[src/rtl/prbs_pattern_gen_pkg.sv]
// Shared types for the PRBS pattern generator: order codes, polynomial table and FSM states.
package prbs_pattern_gen_pkg;

  localparam int LFSR_W = 31;

  typedef logic [LFSR_W-1:0] lfsr_t;

  typedef enum logic [2:0] {
    ORD_PRBS7  = 3'd0,
    ORD_PRBS9  = 3'd1,
    ORD_PRBS15 = 3'd2,
    ORD_PRBS23 = 3'd3,
    ORD_PRBS31 = 3'd4
  } order_t;

  typedef enum logic [1:0] {
    IDLE,
    SEED,
    RUN
  } state_t;

  // taps: the two register bits XORed into the feedback; mask: the low N bits of the register
  typedef struct packed {
    lfsr_t taps;
    lfsr_t mask;
  } poly_t;

  function automatic order_t decode_order(input logic [2:0] code);
    case (code)
      3'd1:    return ORD_PRBS9;
      3'd2:    return ORD_PRBS15;
      3'd3:    return ORD_PRBS23;
      3'd4:    return ORD_PRBS31;
      default: return ORD_PRBS7;
    endcase
  endfunction

  function automatic poly_t poly_of(input order_t ord);
    case (ord)
      ORD_PRBS9:  return '{taps: 31'h0000_0110, mask: 31'h0000_01FF};
      ORD_PRBS15: return '{taps: 31'h0000_6000, mask: 31'h0000_7FFF};
      ORD_PRBS23: return '{taps: 31'h0042_0000, mask: 31'h007F_FFFF};
      ORD_PRBS31: return '{taps: 31'h4800_0000, mask: 31'h7FFF_FFFF};
      default:    return '{taps: 31'h0000_0060, mask: 31'h0000_007F};
    endcase
  endfunction

endpackage

[src/rtl/prbs_pattern_gen_if.sv]
// Word stream from the PRBS generator to the serializer/checker path.
interface prbs_pattern_gen_if #(
  parameter int DATA_W = 8
);
  logic [DATA_W-1:0] out_data;
  logic              out_valid;
  logic              out_ready;

  modport master (output out_data, output out_valid, input out_ready);
  modport slave  (input out_data, input out_valid, output out_ready);
endinterface

[src/rtl/prbs_pattern_gen_lfsr_step.sv]
// Unrolled Fibonacci LFSR: advances DATA_W steps and returns the feedback bits MSB-first.
module prbs_lfsr_step
  import prbs_pattern_gen_pkg::*;
#(
  parameter int DATA_W = 8
) (
  input  lfsr_t             state_in,
  input  order_t            order,
  output lfsr_t             state_out,
  output logic [DATA_W-1:0] word
);

  poly_t poly;
  lfsr_t s;
  logic  fb;

  always_comb begin
    poly = poly_of(order);
    s    = state_in;
    fb   = 1'b0;
    word = '0;
    for (int i = 0; i < DATA_W; i++) begin
      fb   = ^(s & poly.taps);
      s    = ((s << 1) | lfsr_t'(fb)) & poly.mask;
      word = (word << 1) | DATA_W'(fb);
    end
    state_out = s;
  end

endmodule

[src/rtl/prbs_pattern_gen.sv]
// PRBS test-word generator paced by a sampled ref_clock, with error injection and status counters.
//
//  state | meaning
//  IDLE  | held by channel_reset, no word offered
//  SEED  | latch order code, load all-ones seed
//  RUN   | generate one word per ref_clock rise
module prbs_pattern_gen
  import prbs_pattern_gen_pkg::*;
#(
  parameter int DATA_W = 8,
  parameter int CNT_W  = 32
) (
  input  logic               clock,
  input  logic               rst_n,
  input  logic               ref_clock,
  input  logic               channel_reset,
  input  logic [2:0]         datawidth,
  input  logic               err_inject,
  prbs_pattern_gen_if.master stream,
  output logic [CNT_W-1:0]   word_count,
  output logic               overrun,
  output logic               cfg_err
);

  state_t            state;
  logic              ref_sync1, ref_sync2, ref_prev, tick_q;
  logic [2:0]        cur_order;
  lfsr_t             lfsr, lfsr_next;
  logic [DATA_W-1:0] word;
  logic              inject_pending;
  logic              accept;
  poly_t             seed_poly;

  assign accept    = stream.out_valid & stream.out_ready;
  assign seed_poly = poly_of(decode_order(datawidth));

  prbs_lfsr_step #(.DATA_W(DATA_W)) u_step (
    .state_in  (lfsr),
    .order     (decode_order(cur_order)),
    .state_out (lfsr_next),
    .word      (word)
  );

  always_ff @(posedge clock) begin
    if (!rst_n) begin
      state           <= IDLE;
      ref_sync1       <= 1'b0;
      ref_sync2       <= 1'b0;
      ref_prev        <= 1'b0;
      tick_q          <= 1'b0;
      cur_order       <= 3'd0;
      lfsr            <= '0;
      inject_pending  <= 1'b0;
      stream.out_data <= '0;
      stream.out_valid <= 1'b0;
      word_count      <= '0;
      overrun         <= 1'b0;
      cfg_err         <= 1'b0;
    end else begin
      ref_sync1 <= ref_clock;
      ref_sync2 <= ref_sync1;
      ref_prev  <= ref_sync2;
      // registered edge pulse puts the word on the third edge after ref_clock is first sampled
      tick_q    <= ref_sync2 & ~ref_prev;

      if (datawidth >= 3'd5) cfg_err <= 1'b1;
      if (accept && (word_count != {CNT_W{1'b1}})) word_count <= word_count + CNT_W'(1);
      if (err_inject) inject_pending <= 1'b1;

      if (channel_reset) begin
        state            <= IDLE;
        stream.out_valid <= 1'b0;
      end else begin
        case (state)
          IDLE: begin
            stream.out_valid <= 1'b0;
            state            <= SEED;
          end
          SEED: begin
            cur_order        <= datawidth;
            lfsr             <= seed_poly.mask;
            inject_pending   <= 1'b0;
            stream.out_valid <= 1'b0;
            state            <= RUN;
          end
          RUN: begin
            if (datawidth != cur_order) begin
              stream.out_valid <= 1'b0;
              state            <= SEED;
            end else if (tick_q) begin
              if (!stream.out_valid || stream.out_ready) begin
                stream.out_data  <= word ^ DATA_W'(inject_pending | err_inject);
                stream.out_valid <= 1'b1;
                lfsr             <= lfsr_next;
                inject_pending   <= 1'b0;
              end else begin
                overrun <= 1'b1;
              end
            end else if (accept) begin
              stream.out_valid <= 1'b0;
            end
          end
          default: state <= IDLE;
        endcase
      end
    end
  end

endmodule

[src/flat_wrapper.sv]
// flat-port wrapper written by rule: the top's interface ports become plain ports
module prbs_pattern_gen_flat import prbs_pattern_gen_pkg::*;
#(
  parameter int DATA_W = 8,
  parameter int CNT_W  = 32
)
  (clock, rst_n, ref_clock, channel_reset, datawidth, err_inject, word_count, overrun, cfg_err, stream_out_data, stream_out_valid, stream_out_ready);
  prbs_pattern_gen_if #(.DATA_W(DATA_W)) stream_i ();
  input  logic clock;
  input  logic rst_n;
  input  logic ref_clock;
  input  logic channel_reset;
  input  logic [2:0] datawidth;
  input  logic err_inject;
  output logic [CNT_W-1:0] word_count;
  output logic overrun;
  output logic cfg_err;
  output wire logic [$bits(stream_i.out_data)-1:0] stream_out_data;
  output wire logic [$bits(stream_i.out_valid)-1:0] stream_out_valid;
  input wire logic [$bits(stream_i.out_ready)-1:0] stream_out_ready;
  assign stream_out_data = stream_i.out_data;
  assign stream_out_valid = stream_i.out_valid;
  assign stream_i.out_ready = stream_out_ready;
  prbs_pattern_gen #(.DATA_W(DATA_W), .CNT_W(CNT_W)) u_core (.clock(clock), .rst_n(rst_n), .ref_clock(ref_clock), .channel_reset(channel_reset), .datawidth(datawidth), .err_inject(err_inject), .stream(stream_i), .word_count(word_count), .overrun(overrun), .cfg_err(cfg_err));
endmodule
[config.mk]
export PLATFORM = sky130hd
export DESIGN_NAME = prbs_pattern_gen_flat
export DESIGN_NICKNAME = d
export VERILOG_FILES = /design/src/rtl/prbs_pattern_gen_pkg.sv /design/src/rtl/prbs_pattern_gen_if.sv /design/src/rtl/prbs_pattern_gen_lfsr_step.sv /design/src/rtl/prbs_pattern_gen.sv /design/src/flat_wrapper.sv
export SDC_FILE = /design/constraint.sdc
export NUM_CORES = 1
export LEC_CHECK = 0
export ABC_AREA = 1
export BUFFER_PORTS_ARGS = -buffer_cell sky130_fd_sc_hd__buf_2
export CORE_UTILIZATION = 53
export DETAILED_ROUTE_END_ITERATION = 10
export GPL_TIMING_DRIVEN = 0
export PLACE_DENSITY = 0.76
export SYNTH_ARGS = -nofsm -noshare
export SYNTH_HDL_FRONTEND = slang
export SYNTH_SLANG_ARGS = --single-unit
export TNS_END_PERCENT = 20
[constraint.sdc]
create_clock -name clock -period 2 [get_ports clock]
set_clock_uncertainty 0.2 [all_clocks]
set_input_delay 0.3 -clock clock [delete_from_list [all_inputs] [get_ports clock]]
set_output_delay 0.3 -clock clock [all_outputs]
set_load 0.005 [all_outputs]
# Yosys cells after proc, flatten, opt, wreduce, memory -nomap -nowiden
# Cells that the tools add are included.
# totals
register_bits	84
out_inout_bits	43
# classes
n_bitwise	40
muxes	21
n_eq_ne	26
addsub	1
n_lt_le_gt_ge	1
reduce_logical	21
# ops
operator	count
AND 31 bit	16
bitwise OR 31 x 1 -> 31 bit	8
one-hot mux 62 bit (4 select lines)	1
parity 31 bit	8
one-hot mux 31 bit (4 select lines)	1
2-to-1 mux 31 bit	3
one-hot mux 31 bit (2 select lines)	1
adder 32 x 1 -> 32 bit (second input constant)	1
inequality test 32 bit (second input constant)	1
== test 3 x 2 -> 1 bit (second input constant)	8
one-hot mux 3 bit (4 select lines)	2
AND reduction 5 bit	3
== test 3 x 1 -> 1 bit (second input constant)	4
== test 3 bit (second input constant)	4
2-to-1 mux 1 bit	9
bitwise OR 8 x 1 -> 8 bit	1
bitwise XOR 8 bit	1
bitwise OR 7 x 1 -> 7 bit	1
inequality test 2 x 1 -> 1 bit (second input constant)	3
bitwise OR 6 x 1 -> 6 bit	1
one-hot mux 2 bit (3 select lines)	1
NOT 1 bit	5
bitwise OR 5 x 1 -> 5 bit	1
inequality test 4 x 1 -> 1 bit (second input constant)	1
21 further kinds	25

# Longest topological paths before layout
# logic_depth
ltp_word	40
mapped_depth	17
mapped_depth_nobuf	17

# By module
# From an unflattened synthesis, not the netlist that was laid out.
# unflattened
hier_cells	880
area_unflattened_um2	5431.5
# modules_own_cells
mod	instances	seq_area_each_um2	area_per_inst_um2	cells_per_inst
prbs_pattern_gen	1	1681.6	4394.2	660
prbs_lfsr_step	1	0.0	1037.2	220

# Worst setup path before layout
# OpenSTA, ideal clock, no wires.
# synth_timing
kind	reg-to-reg
startpoint	register u_core.state[0]
endpoint	register u_core.stream.out_data[7]
t_arrival_ns	1.795
path_buffers	2
required_ns	1.684
stages_incl_launch_ff	12
setup_time_ns	0.116
slack_ns	-0.111
cell_sequence	dfxtp_1 > inv_1 > ha_1 > clkbuf_1 > clkinv_1 > nor2_1 > inv_1 > nor3_2 > buf_2 > nand2_1 > o211ai_1 > inv_1
# synth_via
elab_chain_cells	2
# synth_lines
item	line_no	text
from (decl)	prbs_pattern_gen.sv:25	state_t state;
from (signal assigned)	prbs_pattern_gen.sv:46	state <= IDLE;
from (signal assigned)	prbs_pattern_gen.sv:71	state <= IDLE;
from (signal assigned)	prbs_pattern_gen.sv:77	state <= SEED;
== test 2 bit	prbs_pattern_gen.sv:74	case (state)
AND reduction 5 bit (no source line)	n/a	
to (signal assigned)	prbs_pattern_gen.sv:92	stream.out_data <= word ^ DATA_W'(inject_pending | err_inject);
to (decl)	prbs_pattern_gen_if.sv:9	modport master (output out_data, output out_valid, input out_ready);
# Every way passes these cells.
# A chain may end at the register's enable or synchronous reset.

# Final worst setup path
# layout_timing
startpoint	register u_core.cur_order[0]
endpoint	register u_core.lfsr[2]
# layout_via
elab_chain_cells	36
# layout_lines
item	line_no	text
from (decl)	prbs_pattern_gen.sv:27	logic [2:0] cur_order;
from (signal assigned)	prbs_pattern_gen.sv:80	cur_order <= datawidth;
== test 3 bit, or another cell as far along	prbs_pattern_gen_pkg.sv:29	case (code)
one-hot mux 3 bit (4 select lines)	prbs_pattern_gen_pkg.sv:29	
== test 3 bit, or another cell as far along	prbs_pattern_gen_pkg.sv:39	case (ord)
one-hot mux 62 bit (4 select lines)	prbs_pattern_gen_pkg.sv:39	
AND 31 bit	prbs_pattern_gen_lfsr_step.sv:23	fb = ^(s & poly.taps);
parity 31 bit	prbs_pattern_gen_lfsr_step.sv:23	
bitwise OR 31 x 1 -> 31 bit	prbs_pattern_gen_lfsr_step.sv:24	s = ((s << 1) | lfsr_t'(fb)) & poly.mask;
AND 31 bit	prbs_pattern_gen_lfsr_step.sv:24	
[... 20 more ...]	n/a	
bitwise OR 31 x 1 -> 31 bit	prbs_pattern_gen_lfsr_step.sv:24	
AND 31 bit	prbs_pattern_gen_lfsr_step.sv:24	
bitwise OR 31 x 1 -> 31 bit	prbs_pattern_gen_lfsr_step.sv:24	
AND 31 bit	prbs_pattern_gen_lfsr_step.sv:24	
2-to-1 mux 31 bit	prbs_pattern_gen.sv:91	if (!stream.out_valid || stream.out_ready) begin
2-to-1 mux 31 bit	prbs_pattern_gen.sv:90	end else if (tick_q) begin
2-to-1 mux 31 bit	prbs_pattern_gen.sv:87	if (datawidth != cur_order) begin
one-hot mux 31 bit (2 select lines)	prbs_pattern_gen.sv:74	
to (signal assigned)	prbs_pattern_gen.sv:81	lfsr <= seed_poly.mask;
to (signal assigned)	prbs_pattern_gen.sv:94	lfsr <= lfsr_next;
to (decl)	prbs_pattern_gen.sv:28	lfsr_t lfsr, lfsr_next;
# Several ways; a longest one is shown, not always the timed one. The select of a mux whose other input is x is not followed.

==> summary.txt <==
Outcome
  – Outcome: finished with violations
  – Failing checks: negative setup slack

Logic synthesis
  – Synth unique cells: 39
  – Mean Syn Cell Area: 6.85 um^2
  – Area leader, netlist: dfxtp_1
  – Ys flop type: dfxtp_1
  – Post-synthesis register bit count: 84
  – Syn_nets: 685
  – Warnings, synthesis: 0
  – Cells after synthesis: 671
  – Yosys top cell area share: 36.6%
  – Post-synthesis async set-or-reset flop share: 0%
  – Top cells by area, synth: dfxtp_1 (37%), nand2_1 (12%), xor2_1 (5.7%)
  – Number of flops mapped to enable cells by yosys: 0
  – Seq/Total Area, Yosys: 36.6%
  – Syn Std Cell Area: 4600 um^2

GRT
  – Grt total ovfl: 0
  – Vias in the first global route: 4492
  – First-pass GRT wire length: 21700 um
  – Largest net degree at the start of global routing: 16
  – GR Util All Layers: 31.0%
  – Initial antenna violation count: 0

Setup path
  – CP required: 2040 ps
  – Max incr delay on CP: 450 ps
  – Largest fanout on the critical path: 7
  – R2R depth: 14
  – Worst reg2reg path startpoint: u_core.cur_order[0]
  – Worst reg2reg endpoint: u_core.lfsr[2]
  – Setup crit start kind: register
  – Worst Path Class, Setup: register to register
  – Arr. time, crit path: 2170 ps
  – Slowest cell on crit path: dfxtp_4
  – Critical-path cell list: inv_4 > nand3_4 > nand2_4 > nor2_4 > buf_6 > nand2_4 > nand3_2 > nand2_1 > nand2_2 > buf_6 > inv_4 > o21ai_4 > xnor2_2 > a21oi_1
  – R2R setup slack: -130 ps
  – Setup crit end kind: register

Min path
  – Class of the worst hold path: primary input to register
  – Hold Path Depth: 3
  – Hold endpoint: u_core.cur_order[1]
  – Hold Path Origin: datawidth[1]

Detailed routing
  – Total Routed Length: 14100 um
  – DRT iter0 DRCs: 354
  – DR vias/cell: 5.81
  – Average routed wire per standard cell: 16.2 um
  – DRT Pass-1 Iters: 5
  – DRC: 0
  – Via count: 5075
  – Final ANT Viol Nets: 0

Floorplan
  – CORE AREA: 8300 um^2
  – Die area: 9050 um^2
  – Die height: 95.1 um
  – Die W: 95.1 um
  – Initial core utilization: 55.4%
  – I/O pin cnt: 52
  – Rows: 33

Clock tree
  – CTS root buffer: clkbuf_8
  – Worst-path clk slew: 90 ps
  – Num Clock Sinks: 84
  – Clock buffer depth: 2
  – CTS H-tree depth: 3
  – Clk_lat worst skew: 360 ps
  – Number of buffers created by CTS: 9
  – CTS tree: yes

Place
  – Pre-CTS WS: -588 ps
  – Dpl cell area: 4990 um^2
  – DP HPWL: 9600 um
  – IO Port Bufs: 50
  – Gpl congestion: 0.970

Layout
  – N_diodes: 0
  – Fill count: 658
  – Layout cell share with drive strength beyond 1: 30.3%
  – Nets: 777
  – Commonest non-fill, non-tap cells in the layout: nand2_1 (127), dfxtp_1 (59), inv_1 (58), buf_2 (52), nor2_1 (51)
  – Footprint of the multi-input gates: 3000 um^2
  – Most common cell after layout, fill and taps aside: nand2_1
  – Area delta synth->final: 30.5%
  – FF/Latch Area: 1740 um^2
  – Final Instance Area: 6000 um^2

Power
  – Pwr/cell area: 597 nW/um^2
  – Peak supply drop: 0.000382 V
  – Pleak: 0.00250 uW

STA
  – Worst Hold Margin: 73.7 ps
  – Fmax: 469 MHz
  – Count of final hold-check violations: 0
  – Tcrit/Tclk final: 107%
  – RSZ-0062 raised after global routing: yes
  – Setup violations, final: 8
  – Fin worst setup slack: -130 ps
  – Max-slew headroom: 54.8%
  – Max Slew Vio Count: 0
  – Worst slew pin tran: 678 ps
  – Tmin final: 2130 ps

Run
  – Max-Cap Viols: 0
-- final cells by class --
class / instances / share of cell area (%)
buffer: 22 / 2.34
clock buffer: 10 / 2.29
clock inverter: 6 / 1.19
inverter: 73 / 4.82
multi-input combinational: 492 / 49.9
sequential: 84 / 28.9
tap: 105 / 2.19
timing repair buffer: 81 / 8.34
-- logic make-up (layout without fill, tap and decap cells) --
kind of cell               after synthesis  in the layout  share of synthesized area, %
AOI/OAI and AO/OA                      133            133                          16.3
DFF                                     84             84                          36.6
xor gates and xnor gates                48             48                          9.14
and+or+nand+nor                        305            306                          28.5
buffers and inverters                   96            192                          8.08
adders and majority gates                5              5                          1.36
-- cell usage after synthesis (2+ instances only) --
| master | number |
|---|---|
| xor2_1 | 30 |
| a221oi_1 | 7 |
| dfxtp_1 | 84 |
| nand2_2 | 3 |
| clkbuf_1 | 18 |
| nor2_1 | 69 |
| o22ai_1 | 2 |
| a21oi_1 | 49 |
| nand2_1 | 148 |
| nor3b_1 | 2 |
| a211oi_1 | 2 |
| ha_1 | 5 |
| nor4_1 | 7 |
| nand3_2 | 2 |
| o21ai_0 | 44 |
| a31oi_1 | 18 |
| inv_1 | 68 |
| clkinv_1 | 2 |
| o211ai_1 | 3 |
| xnor2_1 | 18 |
| nand4_1 | 5 |
| nor3_1 | 26 |
| o21ai_1 | 2 |
| buf_2 | 3 |
| nand3_1 | 38 |
| inv_2 | 3 |
-- timing repair --
action,in CTS,in global routing
setup buffers,15,15
pin swaps,10,35
hold buffers,1,0
cloned,1,0
resized for setup,90,88
endpoints found under the setup margin,72,68
endpoints found under the hold margin,1,0
-- sequential cells by signal, indices dropped and copies added (netlist names) --
| name | cells |
|---|---|
| u_core.lfsr | 31 |
| u_core.overrun | 1 |
| u_core.ref_prev | 1 |
| u_core.stream.out_data | 8 |
| u_core.inject_pending | 1 |
| u_core.word_count | 32 |
| u_core.stream.out_valid | 1 |
| u_core.ref_sync2 | 1 |
| u_core.cfg_err | 1 |
| u_core.tick_q | 1 |
| u_core.ref_sync1 | 1 |
| u_core.cur_order | 3 |
| u_core.state | 2 |
-- power by group --
group	total, uW	leakage (uW)	internal (uW)	switching (uW)
combinational	509	0.00171	197	313
sequential	1780	0.000697	1710	66.8
clock	1290	0.0000995	623	669
-- layer usage --
layer | wire, um | vias up | global-route usage [%] | share of wire, %
li1 | - | 2418 | - | -
met1 | 5710 | 2395 | 37.7 | 41
met4 | 520 | 0 | 15.9 | 3.7
met2 | 6970 | 211 | 52.1 | 49
met5 | 0 | - | 0 | 0
met3 | 898 | 51 | 5.66 | 6.4
-- worst max-delay path: cells and delay by family, from the launching register on --
kind                      cells  cell delay (ps)
buffers and inverters         4              360
DFF                           1              450
xor gates and xnor gates      1              150
and+or+nand+nor               7              610
AOI/OAI and AO/OA             2              260
-- worst max path at each step --
| stage | start | depth (start not counted) | end |
|---|---|---|---|
| 6_report | u_core.cur_order[0] | 14 | u_core.lfsr[2] |
| 2_1_floorplan | u_core.word_count[0] | 11 | u_core.word_count[18] |
| 5_1_grt | u_core.cur_order[0] | 16 | u_core.stream.out_data[0] |
| 3_5_place_dp | u_core.word_count[0] | 11 | u_core.word_count[28] |
| 4_1_cts | u_core.cur_order[1] | 16 | u_core.stream.out_data[0] |
| 3_3_place_gp | u_core.word_count[1] | 11 | u_core.word_count[25] |
-- stage by stage --
stage          setup TNS [ps]  cells  power (uW)  util, %
6_report                 -445    873        3580     72.3
5_1_grt                 -4180    873        3710     72.3
4_1_cts                  -248    858        3510     67.8
3_5_place_dp           -27370    826        2190     60.1
3_3_place_gp           -25640    826        2180     60.1
2_1_floorplan               0    671        2080        -
Note: power is estimated with default switching activity, not from simulation.
